--- config.mk ---
export PLATFORM = sky130hd
export DESIGN_NAME = decode_cycle
export DESIGN_NICKNAME = d
export VERILOG_FILES = /design/src/rtl/decode_cycle.sv
export SDC_FILE = /design/constraint.sdc
export NUM_CORES = 2
export LEC_CHECK = 0
export CAP_MARGIN = 20
export CORE_ASPECT_RATIO = 0.7
export CORE_MARGIN = 2
export CORE_UTILIZATION = 55
export DETAILED_ROUTE_END_ITERATION = 8
export PLACE_DENSITY = 0.77
export SETUP_SLACK_MARGIN = 0.15
export SLEW_MARGIN = 20
export SYNTH_ARGS = -nofsm -noshare
export SYNTH_HDL_FRONTEND = slang
export SYNTH_SLANG_ARGS = --single-unit
--- constraint.sdc ---
create_clock -name clk -period 1.6 [get_ports clk]
set_input_delay 0.24 -clock clk [delete_from_list [all_inputs] [get_ports clk]]
set_output_delay 0.24 -clock clk [all_outputs]
set_load 0.005 [all_outputs]
--- src/rtl/decode_cycle.sv ---
// decode_cycle -- RV32I instruction-decode stage.
//
// Reads the register file for the instruction held in IF/ID and generates
// main/ALU control. It sign-extends the immediate and registers the result
// into the ID/EX pipeline register that feeds execute. It also owns the
// register-file write port driven from writeback.
//
// Ports:
//   clk, rst            clock (rising edge), asynchronous active-low reset
//   en, clr             ID/EX enable (0 = stall) and flush (only when en=1)
//   InstrD, PCD, PCPlus4D  IF/ID register contents
//   RegWriteW, RdW, ResultW  writeback write port
//   Rs1D, Rs2D          combinational source fields for the hazard unit
//   *E                  registered ID/EX outputs
//
// Optional feature macro: WB_BYPASS_EN
//   defined   -> a same-cycle writeback to a register being read is forwarded
//                to the read data (write-before-read)
//   undefined -> reads see the pre-edge array; the hazard unit must stall
module decode_cycle #(
  parameter int XLEN  = 32,
  parameter int NREGS = 32
) (
  input  logic            clk,
  input  logic            rst,
  input  logic            en,
  input  logic            clr,
  input  logic [31:0]     InstrD,
  input  logic [XLEN-1:0] PCD,
  input  logic [XLEN-1:0] PCPlus4D,
  input  logic            RegWriteW,
  input  logic [4:0]      RdW,
  input  logic [XLEN-1:0] ResultW,
  output logic [4:0]      Rs1D,
  output logic [4:0]      Rs2D,
  output logic            RegWriteE,
  output logic            MemWriteE,
  output logic            BranchE,
  output logic            JumpE,
  output logic            PCJalSrcE,
  output logic            ALUSrcE,
  output logic            ALUSrcAE,
  output logic [1:0]      ResultSrcE,
  output logic [3:0]      ALUControlE,
  output logic [2:0]      Funct3E,
  output logic [XLEN-1:0] RD1E,
  output logic [XLEN-1:0] RD2E,
  output logic [XLEN-1:0] ImmExtE,
  output logic [XLEN-1:0] PCE,
  output logic [XLEN-1:0] PCPlus4E,
  output logic [4:0]      Rs1E,
  output logic [4:0]      Rs2E,
  output logic [4:0]      RdE
);

  typedef struct packed {
    logic            reg_write;
    logic            mem_write;
    logic            branch;
    logic            jump;
    logic            pc_jal_src;
    logic            alu_src;
    logic            alu_src_a;
    logic [1:0]      result_src;
    logic [3:0]      alu_control;
    logic [2:0]      funct3;
    logic [XLEN-1:0] rd1;
    logic [XLEN-1:0] rd2;
    logic [XLEN-1:0] imm_ext;
    logic [XLEN-1:0] pc;
    logic [XLEN-1:0] pc_plus4;
    logic [4:0]      rs1;
    logic [4:0]      rs2;
    logic [4:0]      rd;
  } idex_t;

  localparam logic [6:0] OP_R     = 7'b0110011;
  localparam logic [6:0] OP_I     = 7'b0010011;
  localparam logic [6:0] OP_LOAD  = 7'b0000011;
  localparam logic [6:0] OP_STORE = 7'b0100011;
  localparam logic [6:0] OP_BR    = 7'b1100011;
  localparam logic [6:0] OP_JAL   = 7'b1101111;
  localparam logic [6:0] OP_JALR  = 7'b1100111;
  localparam logic [6:0] OP_LUI   = 7'b0110111;
  localparam logic [6:0] OP_AUIPC = 7'b0010111;

  logic [6:0] opcode;
  logic [2:0] funct3;
  assign opcode = InstrD[6:0];
  assign funct3 = InstrD[14:12];
  assign Rs1D   = InstrD[19:15];
  assign Rs2D   = InstrD[24:20];

  // ---------------- register file ----------------
  // Reset clears the whole array so x1..x31 start at zero; x0 is never
  // written and is masked to zero on read anyway.
  logic [XLEN-1:0] rf_reg [NREGS];

  always_ff @(posedge clk or negedge rst) begin
    if (!rst) begin
      for (int i = 0; i < NREGS; i++) rf_reg[i] <= '0;
    end else if (RegWriteW && (RdW != 5'd0)) begin
      rf_reg[RdW] <= ResultW;
    end
  end

  // Two identical read ports: port 0 on rs1, port 1 on rs2.
  genvar gi;
  generate
    for (gi = 0; gi < 2; gi++) begin : g_read
      logic [4:0]      idx;
      logic [XLEN-1:0] data;
      assign idx = (gi == 0) ? InstrD[19:15] : InstrD[24:20];
      always_comb begin
        data = (idx == 5'd0) ? '0 : rf_reg[idx];
`ifdef WB_BYPASS_EN
        if (RegWriteW && (RdW != 5'd0) && (RdW == idx)) data = ResultW;
`endif
      end
    end
  endgenerate

  // ---------------- decode ----------------
  idex_t idex_next;
  idex_t idex_reg;

  always_comb begin
    idex_next          = '0;
    idex_next.funct3   = funct3;
    idex_next.rd1      = g_read[0].data;
    idex_next.rd2      = g_read[1].data;
    idex_next.pc       = PCD;
    idex_next.pc_plus4 = PCPlus4D;
    idex_next.rs1      = InstrD[19:15];
    idex_next.rs2      = InstrD[24:20];
    idex_next.rd       = InstrD[11:7];

    unique case (opcode)
      OP_R, OP_I: begin
        idex_next.reg_write = 1'b1;
        idex_next.alu_src   = (opcode == OP_I);
        if (opcode == OP_I) idex_next.imm_ext = {{20{InstrD[31]}}, InstrD[31:20]};
        // funct7[5] means sub only for R-type; addi's immediate may set it.
        unique case (funct3)
          3'b000:  idex_next.alu_control = (opcode == OP_R && InstrD[30]) ? 4'b0001 : 4'b0000;
          3'b001:  idex_next.alu_control = 4'b0111;
          3'b010:  idex_next.alu_control = 4'b0101;
          3'b011:  idex_next.alu_control = 4'b0110;
          3'b100:  idex_next.alu_control = 4'b0100;
          3'b101:  idex_next.alu_control = InstrD[30] ? 4'b1001 : 4'b1000;
          3'b110:  idex_next.alu_control = 4'b0011;
          default: idex_next.alu_control = 4'b0010;
        endcase
      end
      OP_LOAD: begin
        idex_next.reg_write  = 1'b1;
        idex_next.alu_src    = 1'b1;
        idex_next.result_src = 2'b01;
        idex_next.imm_ext    = {{20{InstrD[31]}}, InstrD[31:20]};
      end
      OP_STORE: begin
        idex_next.mem_write = 1'b1;
        idex_next.alu_src   = 1'b1;
        idex_next.imm_ext   = {{20{InstrD[31]}}, InstrD[31:25], InstrD[11:7]};
      end
      OP_BR: begin
        idex_next.branch      = 1'b1;
        idex_next.alu_control = 4'b0001;
        idex_next.imm_ext     = {{20{InstrD[31]}}, InstrD[7], InstrD[30:25], InstrD[11:8], 1'b0};
      end
      OP_JAL: begin
        idex_next.jump       = 1'b1;
        idex_next.reg_write  = 1'b1;
        idex_next.result_src = 2'b10;
        idex_next.imm_ext    = {{12{InstrD[31]}}, InstrD[19:12], InstrD[20], InstrD[30:21], 1'b0};
      end
      OP_JALR: begin
        idex_next.jump       = 1'b1;
        idex_next.pc_jal_src = 1'b1;
        idex_next.reg_write  = 1'b1;
        idex_next.alu_src    = 1'b1;
        idex_next.result_src = 2'b10;
        idex_next.imm_ext    = {{20{InstrD[31]}}, InstrD[31:20]};
      end
      OP_LUI: begin
        idex_next.reg_write  = 1'b1;
        idex_next.result_src = 2'b11;
        idex_next.imm_ext    = {InstrD[31:12], 12'b0};
      end
      OP_AUIPC: begin
        idex_next.reg_write = 1'b1;
        idex_next.alu_src   = 1'b1;
        idex_next.alu_src_a = 1'b1;
        idex_next.imm_ext   = {InstrD[31:12], 12'b0};
      end
      default: ;  // unknown opcode or fetch bubble: controls stay 0
    endcase
  end

  // ---------------- ID/EX register ----------------
  // Stall beats flush: with en=0 a pending clr is simply dropped.
  always_ff @(posedge clk or negedge rst) begin
    if (!rst)     idex_reg <= '0;
    else if (en)  idex_reg <= clr ? '0 : idex_next;
  end

  assign RegWriteE   = idex_reg.reg_write;
  assign MemWriteE   = idex_reg.mem_write;
  assign BranchE     = idex_reg.branch;
  assign JumpE       = idex_reg.jump;
  assign PCJalSrcE   = idex_reg.pc_jal_src;
  assign ALUSrcE     = idex_reg.alu_src;
  assign ALUSrcAE    = idex_reg.alu_src_a;
  assign ResultSrcE  = idex_reg.result_src;
  assign ALUControlE = idex_reg.alu_control;
  assign Funct3E     = idex_reg.funct3;
  assign RD1E        = idex_reg.rd1;
  assign RD2E        = idex_reg.rd2;
  assign ImmExtE     = idex_reg.imm_ext;
  assign PCE         = idex_reg.pc;
  assign PCPlus4E    = idex_reg.pc_plus4;
  assign Rs1E        = idex_reg.rs1;
  assign Rs2E        = idex_reg.rs2;
  assign RdE         = idex_reg.rd;

endmodule

==> out/results.ini <==
[status]
status = complete, but fails checks
violations = setup timing

[pwr]
leakagePower_nw = 36.25
swShare_pct = 27.47
pwr-share-seq_pct = 43.8
irDropWorstVdd_mv = 1.025
power_switching_mw = 25.12
internal_power_mw = 66.32
p_per_area_nw_per_um2 = 1149
finalPower_mw = 91.44
clkPwrFrac_pct = 33.5
p_comb_share_pct = 22.7

[finish]
synthToLayoutAreaGrowth_pct = 28.24
largest_reg_flops = 1024
final_area_um2 = 79590
fillCellCount = 7162
final_nets = 5509
drive_above_1_share_pct = 54.91

[floorplan]
die_h_um = 285.1
core_um2 = 112400
ios = 339
fp.dieW_um = 405.5
start_util_pct = 55.23
die_area_um2 = 115600
fp-row-count = 103

[synthesis]
synth_common_cells = dfrtp_1, mux2_2, mux4_2, mux2i_1, clkbuf_1
async_flop_share_pct = 100.0
synthDistinctLibCells = 63
synth_area_leaders = dfrtp_1, mux2_2, mux4_2, mux2i_1, clkbuf_1
synthCells = 4406
syn_area_um2 = 62060
synth-warning-count = 0
yosysMostFrequentCell = dfrtp_1
seq_area_frac_synth_pct = 48.99
synth_edf_count = 0
yosys.area.top_type = dfrtp_1
synth_top_flop_cell = dfrtp_1
synth_seq_cells = 1215
yosys.area.top_type_share_pct = 48.99
synthesis.nets = 4544
avgSynthCellArea_um2 = 14.09

[timing]
rsz0062_at_grt = yes
worst_pin_slew_ns = 0.7891
setup_violations = 38
timing.final.ws_setup_ns = -0.3005
fin_crit_ns = 1.900
fin_crit_sh_pct = 118.8
timing_hold_violations_final = 0
drv_slew = 0
fmax_mhz = 526.2
max_slew_margin_pct = 47.39
fin_setup_tns_ns = -2.652
fin_worst_skew_ns = 0.02278

[detailed_routing]
ant_nets = 0
dr.pass1.iters = 8
vias = 46740
wl_per_cell_um = 30.79
vias_per_cell = 6.686
wl_mm = 215.3
drt_iter0_markers = 5767
drc = 0

[global_route]
grt_usage_pct = 36.67
grt_pass1_vias = 47340
antenna_found_initial = 4
grt_pass1_wl_mm = 313.6
grt_max_degree = 116
grt.overflow.total = 0

[cts]
cts_sinks = 1215
clockRootBuffer = clkbuf_16
h-tree-depth = 3
cts_tree = yes
clk_pin_slew_ns = 0.07
clk_path_buf_depth = 3
numCtsBuffers = 117
clk_latency_ns = 0.74

[placement]
gp_congestion = 0.8894
dpl_cell_area_um2 = 73310
dpl.hpwl_mm = 139.9
pre_cts_slack_ns = -0.8765
portBuffers = 338

[worst_setup_path]
r2r_cells = 6
critPathMaxFanout = 3
rrSetupSlack_ns = -0.30
rr_startpoint = rf_reg[10]$_DFFE_PN0P_
critPathLaunch = rf_reg[10]$_DFFE_PN0P_
crit_end = RD1E[10]$_DFFE_PN0P_
required_ns = 2.21
end_kind = flip-flop
critPathLaunchType = flip-flop
r2r_end = RD1E[10]$_DFFE_PN0P_
worstPathArrival_ns = 2.51
crit_type = flip-flop to flip-flop

[worst_hold_path]
hold_path.class = input port to flip-flop

[job]
maxCapViolCount = 0

-- per-layer routing --
metal / up-vias / wire length [um] / part of all wire, % / GRT usage, %
met5: - / 22 / 0.010 / 0
met4: 4 / 9834 / 4.6 / 15.04
met3: 638 / 26800 / 12 / 11.76
met2: 2938 / 94780 / 44 / 53.22
met1: 24480 / 83820 / 39 / 51.39
li1: 18680 / - / - / -
-- power by group through the flow --
| stage | registers, mW | clock network [mW] | logic, mW |
|---|---|---|---|
| floorplan | 39.0 | 0 | 12.0 |
| global placement | 39.8 | 0 | 18.4 |
| detailed placement | 40.2 | 0 | 19.1 |
| CTS | 39.7 | 30.7 | 19.9 |
| global route | 40.5 | 32.0 | 21.9 |
| finish | 40.0 | 30.7 | 20.7 |
-- cell type report --
class | instances | area, um^2 | share of cell area, %
Antenna cell | 2 | 5.005 | 0.006289
Tap cell | 1522 | 1904 | 2.393
Multi-Input combinational cell | 2619 | 30250 | 38.01
Clock inverter | 51 | 824.5 | 1.036
Timing Repair Buffer | 1332 | 12480 | 15.68
Inverter | 86 | 327.8 | 0.4119
Clock buffer | 164 | 3366 | 4.229
Sequential cell | 1215 | 30430 | 38.23
-- critical path: stages, from the launching register on --
cell	delay [ns]
dfrtp_1	0.41
mux4_2	0.49
a22o_1	0.26
a211oi_2	0.15
a21oi_1	0.08
buf_4	0.19
a22o_1	0.20
-- per-stage QoR --
step	cells	hold slack, ns	util, %
floorplan	4406	-0.05559	-
global placement	6550	0.1108	65.24
detailed placement	6550	0.1127	65.24
CTS	6901	0.05074	69.83
global route	6990	0.03878	70.82
finish	6991	0.03921	70.82
-- logic make-up (layout without fill, tap and decap cells) --
| family | count (synthesis) | after routing | share of synthesized area (%) |
|---|---|---|---|
| compound gates | 551 | 551 | 6.320 |
| xor+xnor | 1 | 1 | 0.01411 |
| buf+inv | 572 | 1633 | 4.171 |
| flops | 1215 | 1215 | 48.99 |
| mux | 1714 | 1714 | 37.37 |
| other cells | 0 | 2 | 0 |
| simple gates | 353 | 353 | 3.131 |
-- placed cells by master, fill, tap and decap left out, types with 19 or more instances in the layout --
cell type | netlist | routed
a22o_1 | 62 | 61
a22oi_1 | 104 | 79
inv_1 | 84 | 84
a211oi_1 | 61 | 27
bufinv_16 | 0 | 21
clkbuf_16 | 0 | 121
buf_12 | 0 | 168
clkbuf_1 | 243 | 22
clkdlybuf4s50_1 | 0 | 126
o211ai_1 | 28 | 28
nand3_1 | 23 | 20
buf_6 | 14 | 73
nand3b_1 | 85 | 85
mux2i_1 | 326 | 314
dfrtp_2 | 0 | 20
nand2_1 | 125 | 105
a22oi_2 | 0 | 25
o22ai_1 | 48 | 31
o2bb2ai_1 | 28 | 27
mux2_2 | 1006 | 987
mux2_4 | 0 | 19
buf_2 | 116 | 156
dfrtp_1 | 1215 | 1195
a211oi_2 | 1 | 32
clkbuf_8 | 0 | 24
mux4_2 | 382 | 382
nand2_2 | 0 | 19
buf_4 | 51 | 787
a21oi_1 | 62 | 44
nor2_4 | 1 | 21
clkinv_2 | 0 | 19
nand4_1 | 32 | 32
o21ai_0 | 89 | 82
-- worst min-delay path by stage --
stage,to,from,depth (start not counted)
3_5_place_dp,rf_reg[854]$_DFFE_PN0P_,rst,1
4_1_cts,PCPlus4E[24]$_DFFE_PN0P_,PCPlus4D[24],3
6_report,Rs2E[1]$_DFFE_PN0P_,InstrD[21],4
3_3_place_gp,rf_reg[854]$_DFFE_PN0P_,rst,1
2_1_floorplan,ALUControlE[0]$_DFFE_PN0P_,rst,0
5_1_grt,Rs2E[1]$_DFFE_PN0P_,InstrD[21],4
-- timing repair --
action,in CTS,in global routing
hold buffers,3,0
cloned,1,4
endpoints found under the setup margin,1100,898
buffers inserted,132,84
gates resized for setup,964,90
pin swaps,74,47
endpoints found under the hold margin,1118,0
No activity file was read; power rests on OpenSTA's default activity.
